**config.mk**
```make
export PLATFORM = sky130hd
export DESIGN_NAME = nco
export DESIGN_NICKNAME = d
export VERILOG_FILES = /design/src/rtl/nco_pkg.sv /design/src/rtl/nco_sine_lut.sv /design/src/rtl/nco.sv
export SDC_FILE = /design/constraint.sdc
export NUM_CORES = 1
export LEC_CHECK = 0
export BUFFER_PORTS_ARGS = -buffer_cell sky130_fd_sc_hd__buf_2
export CAP_MARGIN = 15
export CORE_UTILIZATION = 55
export DETAILED_ROUTE_END_ITERATION = 8
export PLACE_DENSITY = 0.74
export SETUP_SLACK_MARGIN = 0.02
export SLEW_MARGIN = 25
export SYNTH_ARGS = -nofsm -noshare
export SYNTH_HDL_FRONTEND = slang
export SYNTH_HIERARCHICAL = 1
export SYNTH_SLANG_ARGS = --single-unit
```
**constraint.sdc**
```tcl
create_clock -name clk -period 5.08 [get_ports clk]
set_input_delay 0.508 -clock clk [delete_from_list [all_inputs] [get_ports clk]]
set_output_delay 0.508 -clock clk [all_outputs]
set_load 0.03 [all_outputs]
```
**src/rtl/nco_pkg.sv**
```systemverilog
// Shared definitions for the NCO: default accumulator width, the quarter-wave
// sine table and the quadrant-folding sample function.
package nco_pkg;

    localparam int ACC_WIDTH_DEF = 16;
    localparam int QW_DEPTH      = 64;

    // Q[k] = round(127*sin(2*pi*(k+0.5)/256)); half-step offset keeps the folded wave symmetric
    localparam logic [6:0] QTABLE [0:QW_DEPTH-1] = '{
        7'd2,   7'd5,   7'd8,   7'd11,  7'd14,  7'd17,  7'd20,  7'd23,
        7'd26,  7'd29,  7'd32,  7'd35,  7'd38,  7'd41,  7'd44,  7'd47,
        7'd50,  7'd53,  7'd56,  7'd58,  7'd61,  7'd64,  7'd67,  7'd69,
        7'd72,  7'd74,  7'd77,  7'd79,  7'd82,  7'd84,  7'd86,  7'd89,
        7'd91,  7'd93,  7'd95,  7'd97,  7'd99,  7'd101, 7'd103, 7'd105,
        7'd106, 7'd108, 7'd110, 7'd111, 7'd113, 7'd114, 7'd115, 7'd117,
        7'd118, 7'd119, 7'd120, 7'd121, 7'd122, 7'd123, 7'd124, 7'd124,
        7'd125, 7'd125, 7'd126, 7'd126, 7'd127, 7'd127, 7'd127, 7'd127
    };

    function automatic logic [7:0] sine8(input logic [7:0] addr);
        logic [5:0] idx;
        logic [7:0] mag;
        // odd quadrants read the table mirrored; 63-i is the bitwise inverse of i
        if (addr[6]) begin
            idx = ~addr[5:0];
        end else begin
            idx = addr[5:0];
        end
        mag = {1'b0, QTABLE[idx]};
        if (addr[7]) begin
            sine8 = 8'd127 - mag;
        end else begin
            sine8 = 8'd128 + mag;
        end
    endfunction

endpackage

```
**src/rtl/nco_sine_lut.sv**
```systemverilog
// Combinational quarter-wave sine lookup: 8-bit phase address to an 8-bit
// offset-binary sample.
module nco_sine_lut
    import nco_pkg::*;
(
    input  logic [7:0] addr,
    output logic [7:0] sample
);

    always_comb begin
        sample = sine8(addr);
    end

endmodule

```
**src/rtl/nco.sv**
```systemverilog
// Numerically controlled oscillator: phase accumulator, phase-offset adder,
// sine lookup and registered output sample.
module nco
    import nco_pkg::*;
#(
    parameter int ACC_WIDTH = ACC_WIDTH_DEF
) (
    input  logic       clk,
    input  logic       rst,
    input  logic [7:0] phase,
    input  logic [5:0] freq_res,
    output logic [7:0] out
);

    logic [ACC_WIDTH-1:0] acc_q;
    logic [ACC_WIDTH-1:0] acc_d;
    logic [7:0]           out_q;
    logic [7:0]           out_d;
    logic [7:0]           addr_s;
    logic [7:0]           sample_s;

    // address uses the accumulator value before this edge's increment
    always_comb begin
        addr_s = acc_q[ACC_WIDTH-1 -: 8] + phase;
    end

    nco_sine_lut u_lut (
        .addr   (addr_s),
        .sample (sample_s)
    );

    always_comb begin
        acc_d = acc_q;
        out_d = out_q;
        if (rst) begin
            acc_d = '0;
            out_d = 8'h80;
        end else begin
            acc_d = acc_q + {{(ACC_WIDTH-6){1'b0}}, freq_res};
            out_d = sample_s;
        end
    end

    always_ff @(posedge clk) begin
        acc_q <= acc_d;
        out_q <= out_d;
    end

    assign out = out_q;

endmodule

```
==> metrics, run 1 <==
status=finished clean; asr flop ratio synth=0; Final nets=407; hold-fix buffer count after cts=0; Layout Utilization=0.617; Max Clk Rate=248 MHz; First DRT Iteration DRCs=387; total number of vias=2726; YS warnings=6; GR Overflow Total=0; TritonCTS clock tree=done; setup violators final=0; cells after synthesis=355; post-cts sizing count=0; Top FF cell, synth=dfxtp_1; crit end category=flop; Inserted Clock Buffers=3; final worst path period need=4.04 ns; Syn Nets=396; dpl ws=0.802 ns; wire per inst=15.7 µm; setup tns final=0 ns; H-Tree Depth=1; GPL Wtd Cong=0.972; share of layout cells above drive strength 1=0.137; Via-to-Cell Ratio=6.31; pin count of the biggest net entering global routing=41; clk buf depth=2; drt total wl=6770 µm; Pwr Total=0.714 mW; fill cell count=456; Leak Pwr=1.13 nW; fin cells=432; residual DRC count=0; PnR worst setup slack=1.04 ns; Netlist cell types=62; ant diodes=0; Global Route Usage Sum=0.273; die area=0.00526 mm²; ranking of synthesized cells by area=dfxtp_1 18%, ha_1 11%, a21oi_1 6.4%; I/O Pins=24; area share of the largest cell type after synthesis=0.176; Reg clk slew, reported paths=0.09 ns; Setup Crit Path Kind=flop to flop; number of synthesized flops with an enable pin=0; Layout area overhead=7.32%; Final Cycle Share=0.794; Cell Area, Synth=0.00273 mm²; Mean Syn Cell Area=7.70 µm²; #FFs+latches synth=24; die height=72.5 µm; drt pass-1 iters=5; row cnt=25; Worst Path Max Fanout=10; CTS Root Cell=clkbuf_8; FF/Latch Area=480 µm²; Num Clock Sinks=24; max-cap violations=0; Critical Path AT=4.18 ns; global-route wire length before repair=11300 µm; nature of the critical path startpoint=flop; Final Hold Viols=0; Slew Limit Headroom=0.538; final slew viol count=0; setup bufs post-CTS=0; worst clock skew=0.0130 ns; Core Region=0.00475 mm²; cell taking the most area after synthesis=dfxtp_1; HP Class=flop to flop; initial antenna violation count=0; peak supply drop=0.137 mV; Die W=72.5 µm; vias in the first global route=2436; WP data required=5.23 ns; Skew-Pair Late Insertion Delay=0.28 ns; Final ANT Viol Nets=0; Initial Util=0.575; power per cell area=243 mW/mm²; placed cell count=428; Seq/Total Area, Yosys=0.176; RSZ-0062 raised after global routing=no; Least-Margin Pin Slew=0.690 ns; area of the multi-input gates=0.00210 mm²; HPWL after detailed placement=5030 µm; buffers added on ports=23
==> worst paths after layout <==
kind	from	endpoint	slack (ns)	depth (start not counted)
max	acc_q[8]$_SDFF_PP0_	out[2]$_SDFF_PP0_	1.04	14
min	acc_q[15]$_SDFF_PP0_	acc_q[15]$_SDFF_PP0_	0.50	2
max reg2reg	acc_q[8]$_SDFF_PP0_	out[2]$_SDFF_PP0_	1.04	14
min reg2reg	acc_q[15]$_SDFF_PP0_	acc_q[15]$_SDFF_PP0_	0.50	2
==> synthesized netlist by cell type, types with 5 or more instances <==
cell type / instances
nor2b_1: 18
nor2_1: 21
nand2b_1: 16
o21ai_0: 18
inv_1: 9
buf_2: 8
o211ai_1: 6
or4_1: 9
nand4_1: 5
dfxtp_1: 24
and2_1: 5
or2_2: 5
a21oi_1: 35
nor3_1: 11
nand3_1: 7
ha_1: 23
nand2_1: 19
a211oi_1: 5
buf_4: 7
xnor2_1: 14
o31ai_1: 10
==> cells by family after synthesis <==
logic type                 Yosys count  synth area share
and+or+nand+nor                    132             0.269
AOI/OAI and AO/OA                  120             0.301
buffers and inverters               34            0.0682
adders and majority gates           25             0.120
DFF                                 24             0.176
xor gates and xnor gates            16            0.0513
muxes                                4            0.0156
==> flip-flops by register name, indices dropped and copies added (netlist names) <==
| register | count |
|---|---|
| acc_q | 16 |
| out | 8 |
==> final cells by class <==
type / count / share of cell area
multi-input cells: 297 / 0.715
flip-flops and latches: 24 / 0.164
inverters: 11 / 0.0141
clock buffers: 3 / 0.0141
clock inverters: 1 / 0.0102
repair buffers: 29 / 0.0546
well taps: 67 / 0.0286
==> power by group <==
part / internal, mW / switching [mW] / leakage (nW)
Clock: 0.106 / 0.0622 / 0.0357
Sequential: 0.210 / 0.0112 / 0.197
Combinational: 0.126 / 0.199 / 0.901
Total: 0.442 / 0.273 / 1.13
==> cells in the final DEF (no fill, tap or decap), types with 4 or more instances in the layout <==
master and n:
nor2_1 21, and2_1 5, a21oi_1 35, buf_2 23, dfxtp_1 24, or2_2 5
a211oi_1 5, nand2_1 19, or4_1 9, o22ai_1 4, o21ai_0 18, xnor2_1 11
nand4_1 5, nand2b_1 16, a21o_1 4, nor2b_1 18, inv_1 9, buf_4 6
ha_1 23, o211ai_1 6, nand3_1 7, nor3_1 11, o31ai_1 10
==> per-stage QoR <==
step | hold slack [ns] | area (µm²)
2_1_floorplan | 0.464 | 2730
3_3_place_gp | 0.479 | 2860
3_5_place_dp | 0.492 | 2860
4_1_cts | 0.506 | 2930
5_1_grt | 0.516 | 2930
6_report | 0.499 | 2930
==> worst max-delay path: stages (launching register included) <==
cell	delay [ns]
dfxtp_1	0.36
ha_1	0.22
fa_1	0.42
a21o_1	0.19
a21oi_1	0.31
nand4b_1	0.16
nand3_1	0.31
xor2_1	0.48
ha_1	0.41
nor2b_1	0.17
a211o_1	0.28
a21oi_1	0.18
o221ai_2	0.13
xnor2_1	0.13
nor2b_1	0.12
==> metal layers <==
layer / vias to the layer above / routed length [µm] / track usage
met5: - / 0 / 0
met4: 0 / 157 / 0.102
met3: 13 / 613 / 0.0514
met2: 137 / 2950 / 0.420
met1: 1229 / 3050 / 0.379
li1: 1347 / - / -
Power figures use the tool's default switching activity.
==> run 2: changes to the inputs <==
--- a/config.mk
+++ b/config.mk
@@ -5,11 +5,12 @@
 export SDC_FILE = /design/constraint.sdc
 export NUM_CORES = 1
 export LEC_CHECK = 0
+export ABC_AREA = 1
 export BUFFER_PORTS_ARGS = -buffer_cell sky130_fd_sc_hd__buf_2
 export CAP_MARGIN = 15
-export CORE_UTILIZATION = 55
+export CORE_UTILIZATION = 54
 export DETAILED_ROUTE_END_ITERATION = 8
-export PLACE_DENSITY = 0.74
+export PLACE_DENSITY = 0.77
 export SETUP_SLACK_MARGIN = 0.02
 export SLEW_MARGIN = 25
 export SYNTH_ARGS = -nofsm -noshare
==> constraint.sdc (replaced) <==
create_clock -name clk -period 3.4 [get_ports clk]
set_input_delay 0.34 -clock clk [delete_from_list [all_inputs] [get_ports clk]]
set_output_delay 0.34 -clock clk [all_outputs]
set_load 0.03 [all_outputs]
==> run 2 against run 1 <==
Area after synthesis decreased by 16%. Sequential cell count unchanged. Worst setup slack got worse by 0.73 ns. Sequential power increased by 47%. Largest power group unchanged.
==> metrics, run 2 <==
GPL Wtd Cong=0.924; asr flop ratio synth=0; Netlist cell types=33; ant diodes=0; nature of the critical path startpoint=flop; YS warnings=6; most frequent cells after synthesis=121 x nand2_1, 45 x inv_1, 38 x nand3_1; buffers added on ports=23; vias in the first global route=2088; Final Hold Viols=0; Num Clock Sinks=24; max FFs per register=16; setup bufs post-CTS=0; setup violators final=0; cell area after layout=0.00256 mm²; Layout area overhead=10.9%; share of layout cells above drive strength 1=0.146; GR Overflow Total=0; Skew-Pair Late Insertion Delay=0.27 ns; Reg-to-Reg End=out[1]$_SDFF_PP0_; max-cap violations=0; total number of vias=2305; Final ANT Viol Nets=0; residual DRC count=0; status=finished clean; Slew Limit Headroom=0.671; TritonCTS clock tree=done; power per cell area=361 mW/mm²; H-Tree Depth=1; RSZ-0062 raised after global routing=no; Mean Syn Cell Area=6.24 µm²; highest metal used=met4; Setup Crit Path Kind=flop to flop; CTS Root Cell=clkbuf_8; Die W=67.4 µm; R2R depth=17; cell taking the most area after synthesis=dfxtp_1; Detail Route met2 WL=2300 µm; HPWL after detailed placement=4000 µm; Final Cycle Share=0.907; drt total wl=4960 µm; Cell Area, Synth=0.00231 mm²; Inserted Clock Buffers=3; HP Class=primary input to flop; setup tns final=0 ns; cells after synthesis=370; Seq/Total Area, Yosys=0.208; most common cell in the netlist=nand2_1; Reg clk slew, reported paths=0.08 ns; #FFs+latches synth=24; die area=0.00454 mm²; number of synthesized flops with an enable pin=0; WL met3=180 µm; Syn Nets=411; hold path cells=2; placed cell area=0.00249 mm²; worst reg2reg path startpoint=acc_q[8]$_SDFF_PP0_; initial antenna violation count=0; Setup crit start=acc_q[8]$_SDFF_PP0_; Top FF cell, synth=dfxtp_1; largest register by flop count=acc_q; leading cell type in the layout, fill and taps excluded=nand2_1; global-route wire length before repair=8850 µm; Worst R2R Setup Slack=0.31 ns; Core Region=0.00406 mm²; Critical Path AT=3.30 ns; final slew viol count=0; ranking of synthesized cells by area=dfxtp_1 21%, nand2_1 20%, ha_1 12%; most frequent cells in the layout=120 x nand2_1, 45 x inv_1, 38 x nand3_1; Global Route Usage Sum=0.252; Final nets=440; wire length on met1=2440 µm; peak supply drop=0.248 mV; Leak Pwr=1.40 nW; Initial Util=0.569; fill cell count=391; CP endpoint=out[1]$_SDFF_PP0_; worst clock skew=0.00113 ns; wire per inst=11.1 µm; First DRT Iteration DRCs=155; area share of the largest cell type after synthesis=0.208; pin count of the biggest net entering global routing=15; drt pass-1 iters=4; crit end category=flop; Via-to-Cell Ratio=5.15; I/O Pins=24; final worst path period need=3.09 ns; Max Clk Rate=324 MHz; clk buf depth=2; row cnt=23; die height=67.4 µm; Least-Margin Pin Slew=0.492 ns; Worst Path Max Fanout=11; WP data required=3.61 ns
[run 2: cell types whose count changed after synthesis, moves of 8 or more]
| cell | previous run | this run |
|---|---|---|
| o31ai_1 | 10 | 0 |
| nor2_1 | 21 | 31 |
| nand2b_1 | 16 | 0 |
| nand3_1 | 7 | 38 |
| or4_1 | 9 | 0 |
| o21ai_0 | 18 | 7 |
| buf_2 | 8 | 0 |
| nand2_1 | 19 | 121 |
| a21oi_1 | 35 | 20 |
| xnor2_1 | 14 | 1 |
| nor2b_1 | 18 | 0 |
| nand2_2 | 0 | 14 |
| inv_1 | 9 | 45 |
[run 2: through the flow]
stage | power (mW) | hold WS [ns] | instances | worst slack (ns) | util
after floorplan | 0.603 | 0.447 | 370 | 0.625 | -
after global placement | 0.671 | 0.478 | 444 | 0.298 | 0.613
after detailed placement | 0.677 | 0.491 | 444 | 0.232 | 0.613
after CTS | 0.931 | 0.384 | 448 | 0.342 | 0.631
after global routing | 0.996 | 0.393 | 448 | 0.0278 | 0.631
final | 0.925 | 0.391 | 448 | 0.315 | 0.631
[run 2: cells by family after synthesis]
kind of cell	synth area share
buffers and inverters	0.0943
adders and majority gates	0.142
and+or+nand+nor	0.427
xor gates and xnor gates	0.0374
DFF	0.208
AOI/OAI and AO/OA	0.0910
[run 2: power by group]
| group | switching (mW) | internal, mW |
|---|---|---|
| Combinational | 0.229 | 0.122 |
| Clock | 0.0930 | 0.157 |
| Sequential | 0.0143 | 0.310 |
[run 2: layout make-up]
type	instances	area (µm²)	area share
Inverter	46	173	0.0674
Clock inverter	1	30.0	0.0117
Multi-Input combinational cell	295	1610	0.630
Timing Repair Buffer	29	160	0.0625
Tap cell	50	62.6	0.0244
Sequential cell	24	480	0.188
Clock buffer	3	41.3	0.0161
[run 2: timing repair]
action | in CTS | in global routing
resized for setup | 0 | 1
endpoints found under the setup margin | 0 | 1
hold buffers | 0 | 0
[run 2: routing by layer]
metal | up-vias | GRT usage
li1 | 1239 | -
met1 | 1012 | 0.330
met2 | 49 | 0.420
met3 | 5 | 0.0473
met4 | 0 | 0.0665
met5 | - | 0
[run 2: critical path: stages (launching register included)]
cell     delay, ns
dfxtp_1       0.34
ha_1          0.21
fa_1          0.42
nand4_1       0.11
nand3_1       0.08
xor2_1        0.13
buf_4         0.20
xor2_1        0.43
ha_1          0.37
nand3_1       0.15
nand3_1       0.09
nand2_1       0.09
nand3_1       0.11
nand2_1       0.08
nand2_1       0.05
nand2_1       0.06
inv_1         0.03
nor2_1        0.07
[run 2: how the worst min path moves through the flow]
stage                        start                  end
2_1_floorplan                  rst    out[7]$_SDFF_PP1_
3_3_place_gp   acc_q[6]$_SDFF_PP0_  acc_q[6]$_SDFF_PP0_
3_5_place_dp   acc_q[7]$_SDFF_PP0_  acc_q[7]$_SDFF_PP0_
4_1_cts                freq_res[0]  acc_q[0]$_SDFF_PP0_
5_1_grt                        rst    out[4]$_SDFF_PP0_
6_report                       rst    out[4]$_SDFF_PP0_
